--- src/rtl/uart_frame_receiver.sv ---
`default_nettype none
`timescale 1ns/1ps
// ============================================================================
//  Module   : uart_frame_receiver
//  Purpose  : Assembles gated UART frames (payload + CRC-16/CCITT-FALSE),
//             latches good payloads, decodes the signed PWM setpoint and
//             counts good / rejected frames.
//  Revision : 1.0  initial release
// ============================================================================
module uart_frame_receiver #(
  parameter int PAYLOAD_BYTES  = 16,
  parameter int TIMEOUT_CYCLES = 160000
) (
  input  logic                       CLK,
  input  logic                       RESET,
  input  logic                       frame_active,
  input  logic                       rx_data_ready,
  input  logic [7:0]                 rx_data,
  output logic [PAYLOAD_BYTES*8-1:0] payload,
  output logic signed [31:0]         pwm_setpoint,
  output logic                       frame_valid,
  output logic                       frame_error,
  output logic [1:0]                 error_code,
  output logic [15:0]                good_count,
  output logic [15:0]                error_count
);

  // byte counter must hold PAYLOAD_BYTES+3 so overlength frames stay visible
  localparam int CNT_W = $clog2(PAYLOAD_BYTES + 4);
  localparam int TMR_W = $clog2(TIMEOUT_CYCLES + 1);

  localparam logic [CNT_W-1:0] C_FRAME_LEN = CNT_W'(PAYLOAD_BYTES + 2);
  localparam logic [CNT_W-1:0] C_CNT_MAX   = CNT_W'(PAYLOAD_BYTES + 3);
  localparam logic [TMR_W-1:0] C_TMR_MAX   = TMR_W'(TIMEOUT_CYCLES);

  localparam logic [1:0] C_ERR_LENGTH  = 2'd1;
  localparam logic [1:0] C_ERR_CRC     = 2'd2;
  localparam logic [1:0] C_ERR_TIMEOUT = 2'd3;

  typedef enum logic [1:0] {
    S_IDLE    = 2'd0,
    S_RECEIVE = 2'd1,
    S_CHECK   = 2'd2,
    S_ABORT   = 2'd3
  } state_t;

  state_t                     state_q, state_d;
  logic                       gate_prev_q;
  logic [CNT_W-1:0]           byte_cnt_q, byte_cnt_d;
  logic [15:0]                crc_q, crc_d;
  logic [TMR_W-1:0]           idle_q, idle_d;
  logic [PAYLOAD_BYTES*8-1:0] shadow_q, shadow_d;
  logic [PAYLOAD_BYTES*8-1:0] payload_q, payload_d;
  logic [31:0]                pwm_q, pwm_d;
  logic                       frame_valid_q, frame_valid_d;
  logic                       frame_error_q, frame_error_d;
  logic [1:0]                 error_code_q, error_code_d;
  logic [15:0]                good_count_q, good_count_d;
  logic [15:0]                error_count_q, error_count_d;

  // MSB-first CRC-16 (poly 0x1021) advanced by one whole byte
  function automatic logic [15:0] crc_byte(input logic [15:0] crc, input logic [7:0] data);
    logic [15:0] c;
    c = crc ^ {data, 8'h00};
    for (int i = 0; i < 8; i++) begin
      c = c[15] ? ((c << 1) ^ 16'h1021) : (c << 1);
    end
    return c;
  endfunction

  // Next-state, datapath and result-pulse logic
  always_comb begin
    state_d       = state_q;
    byte_cnt_d    = byte_cnt_q;
    crc_d         = crc_q;
    idle_d        = idle_q;
    shadow_d      = shadow_q;
    payload_d     = payload_q;
    pwm_d         = pwm_q;
    frame_valid_d = 1'b0;
    frame_error_d = 1'b0;
    error_code_d  = error_code_q;
    good_count_d  = good_count_q;
    error_count_d = error_count_q;

    case (state_q)
      S_IDLE: begin
        if (!gate_prev_q && frame_active) begin
          byte_cnt_d = '0;
          crc_d      = 16'hFFFF;
          idle_d     = '0;
          state_d    = S_RECEIVE;
        end
      end

      S_RECEIVE: begin
        if (!frame_active) begin
          // a byte strobed together with the falling gate is dropped
          state_d = S_CHECK;
        end else if (rx_data_ready) begin
          for (int k = 0; k < PAYLOAD_BYTES; k++) begin
            if (byte_cnt_q == CNT_W'(k)) begin
              shadow_d[8*k +: 8] = rx_data;
            end
          end
          crc_d  = crc_byte(crc_q, rx_data);
          idle_d = '0;
          if (byte_cnt_q != C_CNT_MAX) begin
            byte_cnt_d = byte_cnt_q + CNT_W'(1);
          end
        end else if (idle_q == C_TMR_MAX) begin
          // the error is reported on entry; ABORT only waits for the gate
          state_d       = S_ABORT;
          frame_error_d = 1'b1;
          error_code_d  = C_ERR_TIMEOUT;
          if (error_count_q != 16'hFFFF) error_count_d = error_count_q + 16'd1;
        end else begin
          idle_d = idle_q + TMR_W'(1);
        end
      end

      S_CHECK: begin
        state_d = S_IDLE;
        if (byte_cnt_q != C_FRAME_LEN) begin
          frame_error_d = 1'b1;
          error_code_d  = C_ERR_LENGTH;
          if (error_count_q != 16'hFFFF) error_count_d = error_count_q + 16'd1;
        end else if (crc_q != 16'h0000) begin
          frame_error_d = 1'b1;
          error_code_d  = C_ERR_CRC;
          if (error_count_q != 16'hFFFF) error_count_d = error_count_q + 16'd1;
        end else begin
          payload_d     = shadow_q;
          pwm_d         = shadow_q[31:0];
          frame_valid_d = 1'b1;
          if (good_count_q != 16'hFFFF) good_count_d = good_count_q + 16'd1;
        end
      end

      S_ABORT: begin
        if (!frame_active) state_d = S_IDLE;
      end

      default: state_d = S_IDLE;
    endcase
  end

  // State and datapath registers; gate history resets high so a gate already
  // asserted at reset release is not mistaken for a frame start
  always_ff @(posedge CLK or posedge RESET) begin
    if (RESET) begin
      state_q       <= S_IDLE;
      gate_prev_q   <= 1'b1;
      byte_cnt_q    <= '0;
      crc_q         <= 16'hFFFF;
      idle_q        <= '0;
      shadow_q      <= '0;
      payload_q     <= '0;
      pwm_q         <= '0;
      frame_valid_q <= 1'b0;
      frame_error_q <= 1'b0;
      error_code_q  <= 2'd0;
      good_count_q  <= 16'd0;
      error_count_q <= 16'd0;
    end else begin
      state_q       <= state_d;
      gate_prev_q   <= frame_active;
      byte_cnt_q    <= byte_cnt_d;
      crc_q         <= crc_d;
      idle_q        <= idle_d;
      shadow_q      <= shadow_d;
      payload_q     <= payload_d;
      pwm_q         <= pwm_d;
      frame_valid_q <= frame_valid_d;
      frame_error_q <= frame_error_d;
      error_code_q  <= error_code_d;
      good_count_q  <= good_count_d;
      error_count_q <= error_count_d;
    end
  end

  assign payload      = payload_q;
  assign pwm_setpoint = pwm_q;
  assign frame_valid  = frame_valid_q;
  assign frame_error  = frame_error_q;
  assign error_code   = error_code_q;
  assign good_count   = good_count_q;
  assign error_count  = error_count_q;

endmodule
`default_nettype wire

--- config.mk ---
export PLATFORM = sky130hd
export DESIGN_NAME = uart_frame_receiver
export DESIGN_NICKNAME = d
export VERILOG_FILES = /design/src/rtl/uart_frame_receiver.sv
export SDC_FILE = /design/constraint.sdc
export NUM_CORES = 1
export LEC_CHECK = 0
export CELL_PAD_IN_SITES_DETAIL_PLACEMENT = 0
export CELL_PAD_IN_SITES_GLOBAL_PLACEMENT = 1
export CORE_MARGIN = 3
export CORE_UTILIZATION = 38
export CTS_CLUSTER_DIAMETER = 80
export DETAILED_ROUTE_END_ITERATION = 12
export PLACE_DENSITY_LB_ADDON = 0.1
export SYNTH_ARGS = -nofsm -noshare
export SYNTH_HDL_FRONTEND = slang
export SYNTH_SLANG_ARGS = --single-unit
--- constraint.sdc ---
create_clock -name CLK -period 30.2 [get_ports CLK]
set_input_delay 4.53 -clock CLK [delete_from_list [all_inputs] [get_ports CLK]]
set_output_delay 4.53 -clock CLK [all_outputs]
set_load 0.01 [all_outputs]
==> impl_metrics.py, run 1 <==
metrics = {
    "timing": {
        "period_share_pct": 21.2,
        "hold_viol_final": 0,
        "max_slew.worst_pin.slew_ns": 0.972,
        "slew_headroom_pct": 35.2,
        "setup_tns_ns": 0,
        "fmax_mhz": 156,
        "rsz0062_at_grt": "no",
        "finalSetupViolCount": 0,
        "clock_skew_ns": 0.0191,
        "slew_viol_final": 0,
        "post-route-min-period_ns": 6.41,
    },
    "synthesis": {
        "synthMuxAreaShare_pct": 10.7,
        "yosysWarnings": 0,
        "yosys.area_share.simple_pct": 18.6,
        "ys_seq_elements": 334,
        "synthTopCellsByArea": "dfrtp_1 (56%), nand2_1 (11%), mux2_2 (10%)",
        "synth_xor_xnor_area_share_pct": 3.72,
        "synth_top_cell_area_share_pct": 56.1,
        "synth_edf_count": 0,
        "synth_cell_types": 64,
        "postSynthCellCount": 1283,
        "synth_top_family_by_area": "simple AND/OR/NAND/NOR gates",
        "yosysSeqAreaShare_pct": 59.3,
        "synth_top_area_cell": "dfrtp_1",
        "synth_adder_area_share_pct": 1.15,
        "avgSynthCellArea_um2": 11.0,
        "synth_nets": 1308,
        "ys.flop_type": "dfrtp_1",
        "synth_compound_area_share_pct": 3.09,
        "synth_area_mm2": 0.0141,
        "async_flop_share_pct": 100,
    },
    "place": {
        "io_buffers": 207,
        "place_hpwl_mm": 22.3,
        "dpl_cell_area_mm2": 0.0165,
        "gp_congestion": 0.770,
    },
    "critical_path": {
        "cp_num_buf_inv": 1,
        "cp_max_fo": 9,
        "cp.required_ns": 30.60,
        "worst_setup_path_end_kind": "register",
        "timing.rr.end": "error_code[1]$_DFFE_PP0P_",
        "cp.depth": 6,
        "arrival_ns": 6.81,
        "regToRegStartpoint": "byte_cnt_q[0]$_DFFE_PP0P_",
        "crit_end": "shadow_q[33]$_DFFE_PP0P_",
        "slowest_stage": "clkdlybuf4s50_1",
        "worstPathCellList": "clkdlybuf4s50_1 -> nand2_1 -> nor2_1 -> nand3b_1 -> nor2_2 -> mux2_2",
        "reg2reg_depth": 8,
        "path_delay_family": "simple AND/OR/NAND/NOR gates",
        "r2r_slack_ns": 26.97,
        "crit_type": "input port to register",
        "worst_path_largest_cell_delay_ns": 0.65,
        "start_kind": "input port",
        "startpoint": "frame_active",
    },
    "clocking": {
        "clock_latency_ns": 0.53,
        "cts.path.max_buffers": 3,
        "numCtsBuffers": 39,
        "cts_hold_buf": 0,
        "cts_setup_buffers": 0,
        "cts_resized": 0,
        "clock_sinks": 334,
        "cts-root-buf": "clkbuf_16",
        "htreeDepth": 2,
        "cts_tree": "done",
        "clk_pin_slew_ns": 0.06,
    },
    "die": {
        "core_mm2": 0.0366,
        "ios": 208,
        "die_h_um": 199,
        "die-area_mm2": 0.0396,
        "start_util_pct": 38.6,
        "rows": 70,
        "die_w_um": 199,
    },
    "detailed_routing": {
        "dr.pass1.iters": 6,
        "drtIter0Drc": 502,
        "routed_wl_mm": 35.4,
        "wl_per_cell_um": 18.0,
        "vias": 9891,
        "post-route-drc-count": 0,
        "viasPerCell": 5.03,
        "ant_nets": 0,
    },
    "pwr": {
        "p_sw_share_pct": 27.2,
        "power_frac_comb_pct": 14.8,
        "seq_power_share_pct": 46.1,
        "cellInternalPower_w": 0.000840,
        "p_sw_w": 0.000314,
        "leakagePower_nw": 8.45,
        "peakVddDrop_v": 0.0000336,
        "pwr-share-clk_pct": 39.0,
        "power_density_mw_per_mm2": 65.0,
    },
    "status": {
        "status": "finished clean",
    },
    "final_layout": {
        "nets": 1494,
        "layout_commonest_cell": "nand2_1",
        "final_cell_mix": "nand2_1 (415), dfrtp_1 (317), clkdlybuf4s50_1 (207)",
        "area_delta_synth_final_pct": 25.5,
        "stdcell_area_mm2": 0.0177,
        "drive_gt1_share_pct": 17.5,
        "diodes": 0,
        "post-route-util_pct": 48.5,
    },
    "worst_hold_path": {
        "hold_class": "register to register",
    },
    "global_route": {
        "grt_first_pass_wirelength_mm": 57.2,
        "grt_max_degree": 127,
        "overflow": 0,
        "grt_usage_pct": 18.2,
        "grt_pass1_vias": 9976,
        "antenna_found_initial": 0,
    },
    "run": {
        "maxCapViolCount": 0,
    },
}
-- cell type report --
class                   count  area [µm²]
inverters                  13        56.3
fillers                  3434       18900
multi-input cells         855        5280
well taps                 468         586
flip-flops and latches    334        8380
clock inverters            12        73.8
clock buffers              59        1160
repair buffers            226        2210
-- synth_stat cells, types with 3 or more instances --
library cell and number:
nor2b_1 3, xnor2_1 43, and3_1 12, buf_2 11, o31ai_1 5, nor3_1 8
o21ai_0 11, a31oi_1 10, ha_1 13, o22a_1 8, clkbuf_1 34, nand3_1 23
mux2_2 131, xor2_1 17, nand3b_1 3, buf_4 32, nand4_1 28, nor2_2 11
nand2_1 415, and2_1 7, nor4_1 20, inv_1 13, nand3_2 5, dfrtp_1 317
a21oi_1 9, buf_1 3, dfstp_2 17, nor2_1 26
-- layer usage --
layer  track usage [%]  vias to the layer above  part of all wire, %
met2              27.7                      226                   45
met1              27.4                     4965                   49
met4              3.93                        0                  1.5
met3              2.98                       47                  5.1
met5                 0                        -                    0
li1                  -                     4653                    -
-- sequential cells by signal (all words and copies together), names as in the netlist, 2 cells and up --
register     cells
shadow_q       128
idle_q          18
error_code       2
byte_cnt_q       5
state_q          2
crc_q           16
error_count     16
payload        128
good_count      16
-- kinds of logic after synthesis --
logic type / Yosys count
simple gates: 586
flops: 334
mux: 134
buf+inv: 94
compound gates: 62
xor+xnor: 60
fa+ha+maj: 13
-- worst min-delay path by stage --
| stage | slack (ns) | start | cells after the start | endpoint |
|---|---|---|---|---|
| global route | 0.49 | shadow_q[73]$_DFFE_PP0P_ | 2 | payload[73]$_DFFE_PP0P_ |
| global placement | 0.45 | shadow_q[7]$_DFFE_PP0P_ | 2 | payload[7]$_DFFE_PP0P_ |
| finish | 0.46 | payload[120]$_DFFE_PP0P_ | 2 | payload[120]$_DFFE_PP0P_ |
| CTS | 0.47 | payload[113]$_DFFE_PP0P_ | 2 | payload[113]$_DFFE_PP0P_ |
| floorplan | 0.44 | shadow_q[120]$_DFFE_PP0P_ | 2 | payload[120]$_DFFE_PP0P_ |
| detailed placement | 0.45 | shadow_q[124]$_DFFE_PP0P_ | 2 | payload[124]$_DFFE_PP0P_ |
-- power groups by stage --
| stage | Sequential [W] | Combinational [W] | Clock (W) |
|---|---|---|---|
| detailed placement | 0.000540 | 0.000173 | 0 |
| finish | 0.000532 | 0.000171 | 0.000450 |
| floorplan | 0.000530 | 0.000125 | 0 |
| CTS | 0.000532 | 0.000174 | 0.000464 |
| global placement | 0.000539 | 0.000170 | 0 |
| global route | 0.000539 | 0.000191 | 0.000484 |
-- per-stage QoR --
stage	hold slack, ns	std cells	total power [W]	setup WS (ns)
floorplan	0.440	1283	0.000655	16.44
global placement	0.448	1896	0.000709	23.28
detailed placement	0.453	1896	0.000713	23.25
CTS	0.470	1967	0.00117	23.79
global route	0.486	1967	0.00121	23.62
finish	0.464	1967	0.00115	23.79
-- tightest hold or removal path: cells and delay by family (launching register included) --
kind	cells	cell delay (ns)
simple gates	2	0.09
flops	1	0.34
(Power assumes the default switching activity.)
==> run 2: changes to the inputs <==
==> constraint.sdc (replaced) <==
create_clock -name CLK -period 5.6 [get_ports CLK]
set_input_delay 0.84 -clock CLK [delete_from_list [all_inputs] [get_ports CLK]]
set_output_delay 0.84 -clock CLK [all_outputs]
set_load 0.01 [all_outputs]
==> run 2 against run 1 <==
Critical path depth grew 1. Sequential power grew to 5.4 times the previous value. Global-route usage shrank 0.13 points. Wire length grew 0.14%. Clock skew shrank 0.0016 ns. First-iteration DRC count grew 12%. Cell area is the same. Largest power group unchanged. Die area is the same. Clock power grew to 5.3 times the previous value. Critical endpoint is now payload[63]$_DFFE_PP0P_. Highest routed layer unchanged.
==> impl_metrics.py, run 2 (same netlist as run 1, synthesis figures left out) <==
metrics = {
    "place": {
        "gp_congestion": 0.748,
        "dpl_cell_area_mm2": 0.0166,
        "place_hpwl_mm": 22.6,
        "io_buffers": 207,
    },
    "timing": {
        "finalSetupViolCount": 0,
        "slew_viol_final": 0,
        "max_slew.worst_pin.slew_ns": 0.924,
        "slew_headroom_pct": 37.8,
        "clock_skew_ns": 0.0175,
        "hold_slack_ns": 0.462,
        "hold_viol_final": 0,
        "rsz0062_at_grt": "no",
        "post-route-min-period_ns": 2.80,
        "period_share_pct": 50.0,
        "setup_tns_ns": 0,
        "fmax_mhz": 357,
    },
    "clocking": {
        "cts.path.max_buffers": 3,
        "cts_setup_buffers": 0,
        "clock_sinks": 334,
        "clock_latency_ns": 0.52,
        "cts_hold_buf": 0,
        "cts_tree": "done",
        "clk_pin_slew_ns": 0.06,
        "numCtsBuffers": 38,
        "cts-root-buf": "clkbuf_16",
        "cts_resized": 0,
        "htreeDepth": 2,
    },
    "pwr": {
        "peakVddDrop_v": 0.000164,
        "p_sw_share_pct": 27.0,
        "p_sw_w": 0.00166,
        "pwr-share-clk_pct": 38.5,
        "power_density_mw_per_mm2": 347,
        "leakagePower_nw": 8.45,
        "power_frac_comb_pct": 14.8,
        "seq_power_share_pct": 46.7,
        "cellInternalPower_w": 0.00449,
    },
    "run": {
        "maxCapViolCount": 0,
    },
    "die": {
        "die_h_um": 199,
        "core_mm2": 0.0366,
        "ios": 208,
        "die-area_mm2": 0.0396,
        "start_util_pct": 38.6,
        "rows": 70,
        "die_w_um": 199,
    },
    "detailed_routing": {
        "drtIter0Drc": 562,
        "ant_nets": 0,
        "dr.pass1.iters": 4,
        "viasPerCell": 4.98,
        "routed_wl_mm": 35.4,
        "wl_per_cell_um": 18.0,
        "post-route-drc-count": 0,
        "vias": 9793,
    },
    "status": {
        "status": "finished clean",
    },
    "global_route": {
        "grt_max_degree": 124,
        "grt_usage_pct": 18.0,
        "antenna_found_initial": 1,
        "grt_pass1_vias": 9933,
        "overflow": 0,
        "grt_first_pass_wirelength_mm": 56.8,
    },
    "final_layout": {
        "final_cell_mix": "nand2_1 (415), dfrtp_1 (317), clkdlybuf4s50_1 (207)",
        "fill_cells": 3457,
        "stdcell_area_mm2": 0.0177,
        "layout_commonest_cell": "nand2_1",
        "drive_gt1_share_pct": 17.5,
        "nets": 1496,
        "diodes": 0,
        "area_delta_synth_final_pct": 25.5,
    },
    "critical_path": {
        "worst_path_largest_cell_delay_ns": 0.73,
        "worstPathCellList": "inv_1 -> ha_1 -> and4bb_2 -> nand4_1 -> buf_4 -> nand2_1 -> nand2_1",
        "worst_setup_path_end_kind": "register",
        "start_kind": "register",
        "cp.depth": 7,
        "cp.required_ns": 6.00,
        "arrival_ns": 3.20,
        "reg2reg_depth": 7,
        "path_delay_family": "simple AND/OR/NAND/NOR gates",
        "cp_num_buf_inv": 2,
        "crit_type": "register to register",
        "cp_common_cell": "nand2_1",
        "cp_max_fo": 46,
        "slowest_stage": "nand4_1",
    },
    "worst_hold_path": {
        "hold_depth": 2,
        "hold_class": "register to register",
    },
}
[run 2: cell count changes in the layout (fill, tap and decap cells not counted), sizes merged]
cell,delta
buf,+3
inv,-3
clkbuf,-1
clkinv,+1
[run 2: routing by layer]
metal | track usage (%) | part of all wire (%) | wire length, µm | up-vias
met5 | 0 | 0 | 0 | -
met4 | 3.25 | 1.2 | 413 | 0
met3 | 3.40 | 4.8 | 1690 | 32
met2 | 27.6 | 45 | 15900 | 206
met1 | 27.1 | 49 | 17500 | 4918
li1 | - | - | - | 4637
[run 2: through the flow]
stage	setup WS (ns)	power, W	utilization [%]	instances
2_1_floorplan	0.311	0.00354	-	1283
3_3_place_gp	2.39	0.00382	45.2	1899
3_5_place_dp	2.36	0.00384	45.2	1899
4_1_cts	2.75	0.00625	48.5	1967
5_1_grt	2.59	0.00647	48.5	1967
6_report	2.80	0.00616	48.5	1967
[run 2: worst paths after layout]
check	startpoint	end	slack, ns
worst max-delay path	byte_cnt_q[0]$_DFFE_PP0P_	payload[63]$_DFFE_PP0P_	2.80
worst min-delay path	payload[59]$_DFFE_PP0P_	payload[59]$_DFFE_PP0P_	0.46
max in group asynchronous	RESET	payload[78]$_DFFE_PP0P_	3.88
worst min register to register	payload[59]$_DFFE_PP0P_	payload[59]$_DFFE_PP0P_	0.46
min in group asynchronous	RESET	error_count[7]$_DFFE_PP0P_	0.67
worst max register to register	byte_cnt_q[0]$_DFFE_PP0P_	payload[63]$_DFFE_PP0P_	2.80
[run 2: cell type report]
type                       count  area (µm²)  share of cell area (%)
clock buffer                  58        1140                    6.41
clock inverter                10        53.8                   0.303
tap                          468         586                    3.30
sequential                   334        8380                    47.2
inverter                      13        52.6                   0.296
multi-input combinational    855        5280                    29.7
timing repair buffer         229        2260                    12.7
[run 2: power groups by stage]
| stage | logic, W | clock network (W) | registers [W] |
|---|---|---|---|
| 6_report | 0.000913 | 0.00237 | 0.00287 |
| 5_1_grt | 0.00102 | 0.00254 | 0.00291 |
| 4_1_cts | 0.000927 | 0.00245 | 0.00287 |
| 3_5_place_dp | 0.000922 | 0 | 0.00291 |
| 3_3_place_gp | 0.000912 | 0 | 0.00291 |
| 2_1_floorplan | 0.000674 | 0 | 0.00286 |
[run 2: tightest hold or removal path, delay by kind of cell (launching register included)]
kind | cells | cell delay, ns
flops | 1 | 0.34
simple gates | 2 | 0.10
==> run 3: changes to the inputs <==
==> constraint.sdc (replaced) <==
create_clock -name CLK -period 2.5 [get_ports CLK]
set_input_delay 0.375 -clock CLK [delete_from_list [all_inputs] [get_ports CLK]]
set_output_delay 0.375 -clock CLK [all_outputs]
set_load 0.01 [all_outputs]
==> run 3 against run 2 <==
Clock power up 140%. Global-route usage rose by 0.47 points. First-iteration DRC count down 7.7%. Total power grew 130%. Combinational power is 140% higher. Count of clock-buffer cells in the layout increased by 1. Sequential cell count stayed put. Wire length increased by 2.2%. Cell count up 1.6%. Critical path type unchanged. Largest power group unchanged.
==> impl_metrics.py, run 3 (same netlist as run 1, synthesis figures left out) <==
metrics = {
    "clocking": {
        "htreeDepth": 2,
        "clock_sinks": 334,
        "cts-root-buf": "clkbuf_16",
        "clock_latency_ns": 0.53,
        "clk_pin_slew_ns": 0.06,
        "cts.path.max_buffers": 3,
        "cts_hold_buf": 0,
        "cts_tree": "done",
        "numCtsBuffers": 39,
    },
    "critical_path": {
        "reg2reg_depth": 8,
        "worst_setup_path_end_kind": "register",
        "path_delay_family": "simple AND/OR/NAND/NOR gates",
        "crit_type": "register to register",
        "start_kind": "register",
        "worstPathCellList": "inv_1 -> ha_2 -> nand2_1 -> nor2_1 -> buf_4 -> nand3_1 -> nor2_2 -> mux2_2",
        "slowest_stage": "nor2_2",
        "worst_path_largest_cell_delay_ns": 0.42,
        "cp_num_buf_inv": 2,
        "arrival_ns": 2.75,
        "cp.depth": 8,
        "cp_max_fo": 8,
        "cp.required_ns": 2.91,
    },
    "global_route": {
        "grt_max_degree": 95,
        "overflow": 0,
        "grt_usage_pct": 18.5,
        "grt_first_pass_wirelength_mm": 58.2,
        "antenna_found_initial": 2,
        "grt_pass1_vias": 10200,
    },
    "pwr": {
        "leakagePower_nw": 8.69,
        "peakVddDrop_v": 0.000379,
        "power_density_mw_per_mm2": 782,
    },
    "detailed_routing": {
        "drtIter0Drc": 519,
        "vias": 9964,
        "routed_wl_mm": 36.2,
        "ant_nets": 0,
        "viasPerCell": 4.99,
        "post-route-drc-count": 0,
        "wl_per_cell_um": 18.1,
        "dr.pass1.iters": 5,
    },
    "die": {
        "rows": 70,
        "die-area_mm2": 0.0396,
        "start_util_pct": 38.6,
        "die_w_um": 199,
        "core_mm2": 0.0366,
        "die_h_um": 199,
        "ios": 208,
    },
    "place": {
        "dpl_cell_area_mm2": 0.0169,
        "place_inst": 1929,
        "place_hpwl_mm": 24.2,
        "io_buffers": 207,
        "gp_congestion": 0.803,
    },
    "timing": {
        "post-route-min-period_ns": 2.34,
        "setup_tns_ns": 0,
        "period_share_pct": 93.5,
        "slew_viol_final": 0,
        "clock_skew_ns": 0.0268,
        "fmax_mhz": 428,
        "max_slew.worst_pin.slew_ns": 0.613,
        "hold_viol_final": 0,
        "slew_headroom_pct": 59.1,
        "finalSetupViolCount": 0,
        "rsz0062_at_grt": "no",
    },
    "final_layout": {
        "fill_cells": 3479,
        "nets": 1528,
        "final_cells": 1998,
        "layout_commonest_cell": "nand2_1",
        "diodes": 0,
        "stdcell_area_mm2": 0.0182,
        "final_cell_mix": "nand2_1 (415), dfrtp_1 (317), clkdlybuf4s50_1 (207)",
        "area_delta_synth_final_pct": 28.8,
        "drive_gt1_share_pct": 19.5,
        "post-route-util_pct": 49.8,
    },
    "status": {
        "status": "finished clean",
    },
    "run": {
        "maxCapViolCount": 0,
    },
    "worst_hold_path": {
        "hold_class": "input port to async pin",
    },
}
## run 3: changes by cell type in the layout (fill, tap and decap cells not counted), moves of 3 or more
cell | before | now
clkbuf_16 | 39 | 42
buf_12 | 2 | 10
buf_4 | 20 | 43
nor2_4 | 0 | 3
clkinv_2 | 9 | 6
nor2_2 | 12 | 9
clkbuf_1 | 10 | 7
## run 3: worst paths after layout
kind                                              end  slack, ns               startpoint
min reg2reg                    payload[6]$_DFFE_PP0P_       0.45  shadow_q[6]$_DFFE_PP0P_
min in group CLK               payload[6]$_DFFE_PP0P_       0.45  shadow_q[6]$_DFFE_PP0P_
max reg2reg                  shadow_q[96]$_DFFE_PP0P_       0.16   state_q[1]$_DFFE_PP0P_
min                        good_count[10]$_DFFE_PP0P_       0.15                    RESET
max in group asynchronous      payload[7]$_DFFE_PP0P_       1.43                    RESET
max                          shadow_q[96]$_DFFE_PP0P_       0.16   state_q[1]$_DFFE_PP0P_
## run 3: power breakdown
part	internal (W)	switching (W)	total, W
clock	0.00346	0.00219	0.00564
combinational	0.00102	0.00115	0.00216
sequential	0.00602	0.000417	0.00643
## run 3: cell type report
type                    instances  area, µm²  area share [%]
clock inverters                 9       85.1           0.467
repair buffers                260       2590            14.2
clock buffers                  59       1210            6.67
inverters                      13       52.6           0.288
multi-input cells             855       5300            29.1
flip-flops and latches        334       8380            46.0
well taps                     468        586            3.21
## run 3: metal layers
metal	up-vias	global-route usage, %	part of all wire (%)
li1	4714	-	-
met1	4989	27.1	49
met2	210	28.9	45
met3	47	3.40	4.4
met4	4	3.85	1.5
met5	-	0	0.066
## run 3: what timing repair did
| action | CTS | global route |
|---|---|---|
| setup endpoints to repair | 16 | 77 |
| pin swaps | 0 | 0 |
| gates cloned | 0 | 0 |
| setup buffers | 0 | 1 |
| resized for setup | 0 | 6 |
## run 3: through the flow
stage / setup slack, ns / hold slack [ns] / power, W
2_1_floorplan: -2.32 / 0.379 / 0.00792
3_3_place_gp: -0.0207 / 0.449 / 0.00868
3_5_place_dp: -0.101 / 0.456 / 0.00870
4_1_cts: -0.0288 / 0.136 / 0.0144
5_1_grt: 0.00211 / 0.142 / 0.0149
6_report: 0.163 / 0.150 / 0.0142
